<file path="config.mk">
export PLATFORM = sky130hd
export DESIGN_NAME = spi_bridge
export DESIGN_NICKNAME = d
export VERILOG_FILES = /design/src/rtl/spi_pkg.sv /design/src/rtl/sync_edge.sv /design/src/rtl/spi_bridge.sv
export SDC_FILE = /design/constraint.sdc
export NUM_CORES = 1
export LEC_CHECK = 0
export ABC_AREA = 1
export CAP_MARGIN = 10
export CORE_MARGIN = 2
export CORE_UTILIZATION = 53
export DETAILED_ROUTE_END_ITERATION = 12
export GPL_TIMING_DRIVEN = 0
export PLACE_DENSITY_LB_ADDON = 0.3
export SYNTH_ARGS = -nofsm -noshare
export SYNTH_HDL_FRONTEND = slang
export SYNTH_HIERARCHICAL = 1
export SYNTH_SLANG_ARGS = --single-unit
</file>
<file path="constraint.sdc">
create_clock -name clk -period 1.41 [get_ports clk]
set_input_delay 0.2115 -clock clk [delete_from_list [all_inputs] [get_ports clk]]
set_output_delay 0.2115 -clock clk [all_outputs]
set_load 0.01 [all_outputs]
</file>
<file path="src/rtl/spi_pkg.sv">
// Shared constants and state type for the SPI slave bridge.
package spi_pkg;
  localparam int BYTE_W        = 8;
  localparam int BIT_CNT_W     = 3;
  localparam int MIN_CLK_RATIO = 8;

  typedef enum logic {SPI_IDLE, SPI_ACTIVE} spi_state_e;
endpackage

</file>
<file path="src/rtl/sync_edge.sv">
// Multi-flop synchroniser for an asynchronous pin, with a synchronised level
// and single-clk rise/fall strobes derived from consecutive samples.
module sync_edge #(
  parameter int   SYNC_STAGES = 2,
  parameter logic RST_VAL     = 1'b0
) (
  input  logic clk,
  input  logic rst,
  input  logic din,
  output logic level,
  output logic rise,
  output logic fall
);
  logic [SYNC_STAGES-1:0] sync_reg;
  logic                   prev_reg;

  always_ff @(posedge clk) begin
    if (rst) begin
      sync_reg <= {SYNC_STAGES{RST_VAL}};
      prev_reg <= RST_VAL;
    end else begin
      sync_reg <= {sync_reg[SYNC_STAGES-2:0], din};
      prev_reg <= sync_reg[SYNC_STAGES-1];
    end
  end

  assign level = sync_reg[SYNC_STAGES-1];
  assign rise  = level & ~prev_reg;
  assign fall  = ~level & prev_reg;
endmodule

</file>
<file path="src/rtl/spi_bridge.sv">
// SPI mode-0 slave, MSB first, fully oversampled in the clk domain.
// Optional macro SPI_FRAME_ERR_EN adds a sticky frame_err for mid-byte aborts.
module spi_bridge
  import spi_pkg::*;
#(
  parameter int SYNC_STAGES = 2
) (
  input  logic              clk,
  input  logic              rst,
  input  logic              sclk,
  input  logic              cs_n,
  input  logic              mosi,
  output logic              miso,
  output logic              byte_sync,
  output logic [BYTE_W-1:0] rx_data,
  input  logic [BYTE_W-1:0] tx_data
`ifdef SPI_FRAME_ERR_EN
  ,
  output logic              frame_err
`endif
);
  logic sclk_lvl_unused, sclk_rise, sclk_fall;
  logic cs_s, cs_rise, cs_fall;
  logic [SYNC_STAGES-1:0] mosi_sync_reg;
  logic mosi_s;

  sync_edge #(.SYNC_STAGES(SYNC_STAGES), .RST_VAL(1'b0)) u_sclk_sync (
    .clk(clk), .rst(rst), .din(sclk),
    .level(sclk_lvl_unused), .rise(sclk_rise), .fall(sclk_fall)
  );

  sync_edge #(.SYNC_STAGES(SYNC_STAGES), .RST_VAL(1'b1)) u_cs_sync (
    .clk(clk), .rst(rst), .din(cs_n),
    .level(cs_s), .rise(cs_rise), .fall(cs_fall)
  );

  genvar gi;
  generate
    for (gi = 0; gi < SYNC_STAGES; gi++) begin : g_mosi_sync
      always_ff @(posedge clk) begin
        if (rst) mosi_sync_reg[gi] <= 1'b0;
        else if (gi == 0) mosi_sync_reg[gi] <= mosi;
        else mosi_sync_reg[gi] <= mosi_sync_reg[(gi == 0) ? 0 : gi-1];
      end
    end
  endgenerate
  assign mosi_s = mosi_sync_reg[SYNC_STAGES-1];

  spi_state_e state_reg, state_next;
  logic [BIT_CNT_W-1:0] bit_cnt_reg;
  logic [BYTE_W-1:0]    rx_shift_reg, tx_shift_reg, rx_data_reg;
  logic                 miso_reg, byte_sync_reg, armed_reg;
  logic [2:0]           flush_cnt_reg;
  logic [BYTE_W-1:0]    rx_next;

  assign rx_next = {rx_shift_reg[BYTE_W-2:0], mosi_s};

  always_ff @(posedge clk) begin
    if (rst) state_reg <= SPI_IDLE;
    else     state_reg <= state_next;
  end

  always_comb begin
    state_next = state_reg;
    case (state_reg)
      SPI_IDLE:   if (cs_fall && armed_reg) state_next = SPI_ACTIVE;
      SPI_ACTIVE: if (cs_rise) state_next = SPI_IDLE;
      default:    state_next = SPI_IDLE;
    endcase
  end

`ifdef SPI_FRAME_ERR_EN
  logic                 frame_err_reg;
  logic [BIT_CNT_W-1:0] bit_cnt_after;
  assign bit_cnt_after = sclk_rise ? bit_cnt_reg + 1'b1 : bit_cnt_reg;
  assign frame_err     = frame_err_reg;
`endif

  always_ff @(posedge clk) begin
    if (rst) begin
      bit_cnt_reg   <= '0;
      rx_shift_reg  <= '0;
      tx_shift_reg  <= '0;
      rx_data_reg   <= '0;
      miso_reg      <= 1'b0;
      byte_sync_reg <= 1'b0;
      armed_reg     <= 1'b0;
      flush_cnt_reg <= '0;
`ifdef SPI_FRAME_ERR_EN
      frame_err_reg <= 1'b0;
`endif
    end else begin
      byte_sync_reg <= 1'b0;
      // Only trust cs_n once the synchroniser holds real pin samples, so a
      // reset taken mid-frame cannot arm off the reset value of the chain.
      if (flush_cnt_reg < 3'(SYNC_STAGES)) flush_cnt_reg <= flush_cnt_reg + 1'b1;
      else if (cs_s) armed_reg <= 1'b1;

      case (state_reg)
        SPI_IDLE: begin
          bit_cnt_reg <= '0;
          miso_reg    <= 1'b0;
          if (cs_fall && armed_reg) begin
            tx_shift_reg <= tx_data;
            miso_reg     <= tx_data[BYTE_W-1];
`ifdef SPI_FRAME_ERR_EN
            frame_err_reg <= 1'b0;
`endif
          end
        end
        SPI_ACTIVE: begin
          if (sclk_rise) begin
            rx_shift_reg <= rx_next;
            bit_cnt_reg  <= bit_cnt_reg + 1'b1;
            if (bit_cnt_reg == '1) begin
              rx_data_reg   <= rx_next;
              byte_sync_reg <= 1'b1;
            end
          end
          if (sclk_fall) begin
            if (bit_cnt_reg == '0) begin
              tx_shift_reg <= tx_data;
              miso_reg     <= tx_data[BYTE_W-1];
            end else begin
              tx_shift_reg <= tx_shift_reg << 1;
              miso_reg     <= tx_shift_reg[BYTE_W-2];
            end
          end
          // An edge coincident with cs_rise is still handled above.
          if (cs_rise) begin
            bit_cnt_reg <= '0;
            miso_reg    <= 1'b0;
`ifdef SPI_FRAME_ERR_EN
            if (bit_cnt_after != '0) frame_err_reg <= 1'b1;
`endif
          end
        end
        default: ;
      endcase
    end
  end

  assign miso      = miso_reg;
  assign byte_sync = byte_sync_reg;
  assign rx_data   = rx_data_reg;
endmodule

</file>
# Word level (Yosys, flattened, before mapping)
# Cells that the tools add are included.
# word_totals
register_bits	40
latchBits	0
ram_bits	0
mem_bits_ro	0
input_bits	13
word_cells	57
mem_count	0
# classes
add_sub_neg	2
multipliers	0
div_mod_pow	0
order_cmp	1
eq_ne	5
shift	0
mux	16
bitwise	11
reduce_logical	7
# op_table
op	n
2-to-1 mux 7 bit	3
case mux 7 bit (2 select lines)	1
2-to-1 mux 1 bit	7
NOT 1 bit	7
adder 3 x 1 -> 3 bit (second input constant)	2
2-to-1 mux 3 bit	2
!= test 3 bit (second input constant)	2
case mux 3 bit (2 select lines)	1
AND reduction 2 bit	3
AND 1 bit	4
!= test 2 bit (second input constant)	2
case mux 1 bit (2 select lines)	2
== test 3 bit (second input constant)	1
logical NOT 3 bit	1
less-than comparator 3 x 2 -> 1 bit (second input constant)	1
AND reduction 3 bit	1
OR reduction 3 bit	1
logical AND 1 bit	1

# Depth between registers and ports, before layout
# depth
ltp_word	5
mapped_depth	10

# Modules after synthesis
# The synthesis kept the hierarchy.
# modules_own_cells
mod	n_inst	cells_per_inst	area_per_inst_um2	seq_area_each_um2
spi_bridge	1	184	1473.9	680.7
sync_edge at u_cs_sync	1	13	97.6	60.1
sync_edge at u_sclk_sync	1	12	93.8	60.1

# Worst setup path before layout
# Ideal clock, no wire load.
# synth_timing
path_type	register -> register
start	register u_sclk_sync.sync_reg[1]
end	register rx_data_reg[3] (netlist: rx_data[3])
setup_ps	58
arrival_time_ps	1212
path_slack_ps	140
path_stages_with_launch	11
cell_sequence	dfxtp_1 -> inv_1 -> nor2_1 -> nand2_4 -> inv_6 -> nand2_8 -> clkinv_8 -> nand2_8 -> inv_6 -> nand2_2 -> nand2_2
# synth_between
elab_chain_len	2
# synth_lines
element	line_no	source
start, declared	sync_edge.sv:14	logic [SYNC_STAGES-1:0] sync_reg;
start signal, assigned	sync_edge.sv:19	sync_reg <= {SYNC_STAGES{RST_VAL}};
start signal, assigned	sync_edge.sv:22	sync_reg <= {sync_reg[SYNC_STAGES-2:0], din};
AND 1 bit	sync_edge.sv:28	assign rise = level & ~prev_reg;
via sclk_rise	spi_bridge.sv:22	logic sclk_lvl_unused, sclk_rise, sclk_fall;
AND reduction 3 bit (no source line)	n/a	
end signal, assigned	spi_bridge.sv:116	rx_data_reg <= rx_next;
end, declared	spi_bridge.sv:51	logic [BYTE_W-1:0] rx_shift_reg, tx_shift_reg, rx_data_reg;
# The timed path passes the listed nets, and every way through them passes these cells.
# A chain may end at the register's enable or synchronous reset.

# Final worst setup path
# layout_timing
start	register bit_cnt_reg[0]
end	register rx_data_reg[3] (netlist: rx_data[3])
# layout_between
elab_chain_len	2
# layout_lines
element	line_no	source
start, declared	spi_bridge.sv:50	logic [BIT_CNT_W-1:0] bit_cnt_reg;
start signal, assigned	spi_bridge.sv:114	bit_cnt_reg <= bit_cnt_reg + 1'b1;
== test 3 bit	spi_bridge.sv:115	if (bit_cnt_reg == '1) begin
AND reduction 3 bit (no source line)	n/a	
# Every way passes these cells.

==> key figures <==
Setup path
  – Worst EP arrival: approximately 1.5 ns
  – Reg2Reg Depth: 8
  – Worst Setup EP: rx_data[3]
  – CP max FO: 9
  – Terminus of the critical flop-to-flop path: rx_data[3]
  – Data required time of the critical path: ~1.7 ns
  – Setup crit start: bit_cnt_reg[0]
  – Register-to-Register Setup Slack: between 0.1 and 0.15 ns
  – WS Path Type: reg2reg
  – Nature of the critical path endpoint: register
  – Worst Setup Start Kind: register
  – Startpoint of the most critical register-to-register path: bit_cnt_reg[0]

Placed design
  – Setup Slack @ Placement: -0.198 ns
  – Post-DP HPWL: roughly 2000 um
  – Cell total after placement: 275
  – Weighted congestion reported at the end of routability-driven placement: 0.744
  – Count of input and output buffers: 22

Synth
  – Number of instances in the synthesized netlist: approximately 210
  – Yosys top cell by area: dfxtp_1
  – Mapped cell area: 1670 um2
  – Net count after synthesis: 226
  – Number of flip-flops and latches in the synthesized netlist: 40
  – Sequential cell area fraction in the yosys report: 48.1%
  – Top cells by area in the synthesized netlist: dfxtp_1, nor2_1, nand2_1, inv_1, a21oi_1
  – Number of warnings reported in the yosys synthesis log: 6
  – Count of distinct cell types in the synthesized netlist: 23
  – Share of the synthesized area in the top cell type: 48.1%
  – Avg Inst Size Synth: roughly 8 um2

Layout
  – Diode count: 0
  – Fraction of layout cells with a size suffix above 1: 12.6%
  – Area added between synthesis and finish: 20.1%
  – Multi-input gate area in the final layout: 698 um2
  – Fillers: about 280
  – FF+latch area: between 800 and 900 um2
  – Post-Layout Cell Count: ~280
  – Max reg flops: 8
  – Final Net Count: approximately 260

CTS
  – TritonCTS Buffers: 5
  – Clk sink count: 40
  – Post-CTS setup buffer count: 0
  – Clock insertion delay at the later pin of the skew report: ~0.35 ns
  – H-tree levels: 2
  – Clock transition at the register clock pins on the worst setup and hold paths after CTS: ~0.11 ns
  – Cell chosen for the clock root: clkbuf_4
  – Bufs on Longest Clock Path: 2
  – TritonCTS clock tree: done

Floorplan
  – Core area: 3030 um2
  – Die outline area: roughly 3600 um2
  – Number of rows created at floorplan: 20
  – I/O pin count: 23
  – Die Ht: ~60 um
  – Starting density of the core: ~55%
  – Die X: around 60 um

Route
  – Count of vias placed by the detailed router: around 1,300
  – Average vias per placed instance: roughly 4.5
  – First DRT Iteration DRCs: 42
  – Routed length per placed instance: between 9 and 10 um
  – Remaining antenna violation count after routing: 0
  – Total routed wirelength: roughly 2600 um
  – Count of unresolved DRC violations after routing: 0
  – Iteration count of the initial detailed-routing pass: 4

Power
  – Static leakage: between 0.8 and 0.9 nW
  – Peak VDD IR: a little over 0.6 mV
  – Power density over the cells: approximately 1000 nW/um2

Run status
  – Result of the run: finished clean

Global route
  – Met1 Resource Use GR: a little under a quarter
  – All-layer global routing usage: 18.3%
  – Number of global-route vias before repair: roughly 1,200
  – Overflow left after global routing: 0
  – GRT met2 Usage: about 27%
  – Initial antenna violation count: 0
  – First-pass GRT wire length: roughly 4900 um
  – Highest-utilization routing layer at the global route stage: met2
  – Maximum number of pins on one net before global-route repair: 12
  – Global-route track usage on met3: slightly above 7%

Timing
  – Count of pins over their slew limit: 0
  – Layout Skew: just under 0.007 ns
  – Setup violations, final: 0
  – Slew Limit Headroom: 72.4%
  – Highest clock rate: between 700 and 800 MHz
  – Period utilisation layout: 91.0%
  – Hold Fails Final Rpt: 0
  – RSZ-0062 raised after global routing: false
  – Slew at the pin with the worst max-slew slack: a little over 0.4 ns
  – Final critical delay including setup and external delays: 1.28 ns
  – Crit path setup slack, layout: approximately 0.13 ns

Job
  – Number of maximum-capacitance constraint violations: 0

Min path
  – Type of the worst min-delay path: in2reg
power breakdown:
part,internal [mW],switching [mW]
Sequential,1.20,0.0375
Combinational,0.110,0.127
Clock,0.246,0.342
layout make-up:
class	instances	share of cell area, %
Timing Repair Buffer	22	10.4
Multi-Input combinational cell	131	34.9
Inverter	31	6.95
Tap cell	44	2.75
Clock buffer	8	2.94
Sequential cell	40	40.1
Buffer	7	2.00
cell usage in the layout (no fill, tap or decap):
cell / synthesis / routed
ha_1: 4 / 4
nand3_1: 14 / 14
xnor2_1: 1 / 1
clkdlybuf4s50_1: 0 / 12
clkbuf_8: 0 / 1
nand2_8: 2 / 2
buf_4: 2 / 3
buf_2: 3 / 2
clkbuf_4: 0 / 5
nand2_1: 32 / 31
nand3_2: 1 / 1
a211oi_1: 1 / 1
clkbuf_1: 2 / 4
inv_6: 2 / 2
inv_2: 2 / 2
nor2_4: 0 / 1
o21ai_2: 3 / 3
xor2_1: 1 / 1
o21ai_0: 13 / 13
nand2_2: 5 / 6
dfxtp_1: 40 / 40
nand2_4: 1 / 1
inv_1: 26 / 26
a21oi_1: 14 / 14
a21boi_0: 6 / 6
dlygate4sd2_1: 0 / 10
clkinv_8: 1 / 1
nor2_1: 33 / 32
timing repair:
action	4_1_cts	5_1_grt
resized for setup	12	2
setup endpoints to repair	19	13
hold buffers	0	0
gates cloned	0	0
synth_stat cells:
master	instances
dfxtp_1	40
clkinv_8	1
inv_6	2
a211oi_1	1
clkbuf_1	2
xor2_1	1
nand2_1	32
o21ai_0	13
xnor2_1	1
a21boi_0	6
ha_1	4
buf_2	3
a21oi_1	14
o21ai_2	3
nand2_2	5
nand3_1	14
buf_4	2
nand2_8	2
inv_2	2
nand3_2	1
nor2_1	33
inv_1	26
nand2_4	1
kinds of logic after synthesis:
| group | after synthesis | synth area share (%) |
|---|---|---|
| buffers and inverters | 38 | 10.6 |
| AO/OA/AOI/OAI | 37 | 12.8 |
| adder cells (fa/ha/maj) | 4 | 3.01 |
| XOR/XNOR | 2 | 1.05 |
| flip-flops | 40 | 48.1 |
| AND/OR/NAND/NOR | 88 | 24.4 |
layer usage:
layer  part of all wire, %  wire [um]
met1                    52       1350
met2                    42       1100
met3                   4.2        109
met4                   2.1         55
met5                     0          0
metrics by stage:
step           util, %  cell area [um2]  hold slack, ns  total power [mW]  TNS (ns)
2_1_floorplan        -             1670           0.283              1.42         0
3_3_place_gp      64.1             1940           0.392              1.49     -2.16
3_5_place_dp      64.1             1940           0.396              1.50     -2.64
4_1_cts           65.8             1990           0.351              2.09         0
5_1_grt           66.0             2000           0.381              2.21         0
6_report          66.0             2000           0.372              2.06         0
critical path, stage by stage, from the launching register on:
cell and delay (ns):
dfxtp_1 0.34, ha_1 0.20, ha_1 0.25, nand2_8 0.14, clkinv_8 0.07, nand2_8 0.08
inv_6 0.04, nand2_2 0.05, nand2_2 0.04
worst min-delay path by stage:
| stage | to | start | slack, ns | cells after the start |
|---|---|---|---|---|
| after detailed placement | u_sclk_sync/sync_reg[1] | u_sclk_sync/sync_reg[0] | 0.40 | 2 |
| after floorplan | u_sclk_sync/sync_reg[0] | rst | 0.28 | 1 |
| after global routing | mosi_sync_reg[0] | mosi | 0.38 | 3 |
| final | mosi_sync_reg[0] | mosi | 0.37 | 3 |
| after global placement | u_sclk_sync/sync_reg[1] | u_sclk_sync/sync_reg[0] | 0.39 | 2 |
| after CTS | mosi_sync_reg[0] | mosi | 0.35 | 3 |
No activity file was read; power rests on OpenSTA's default activity.
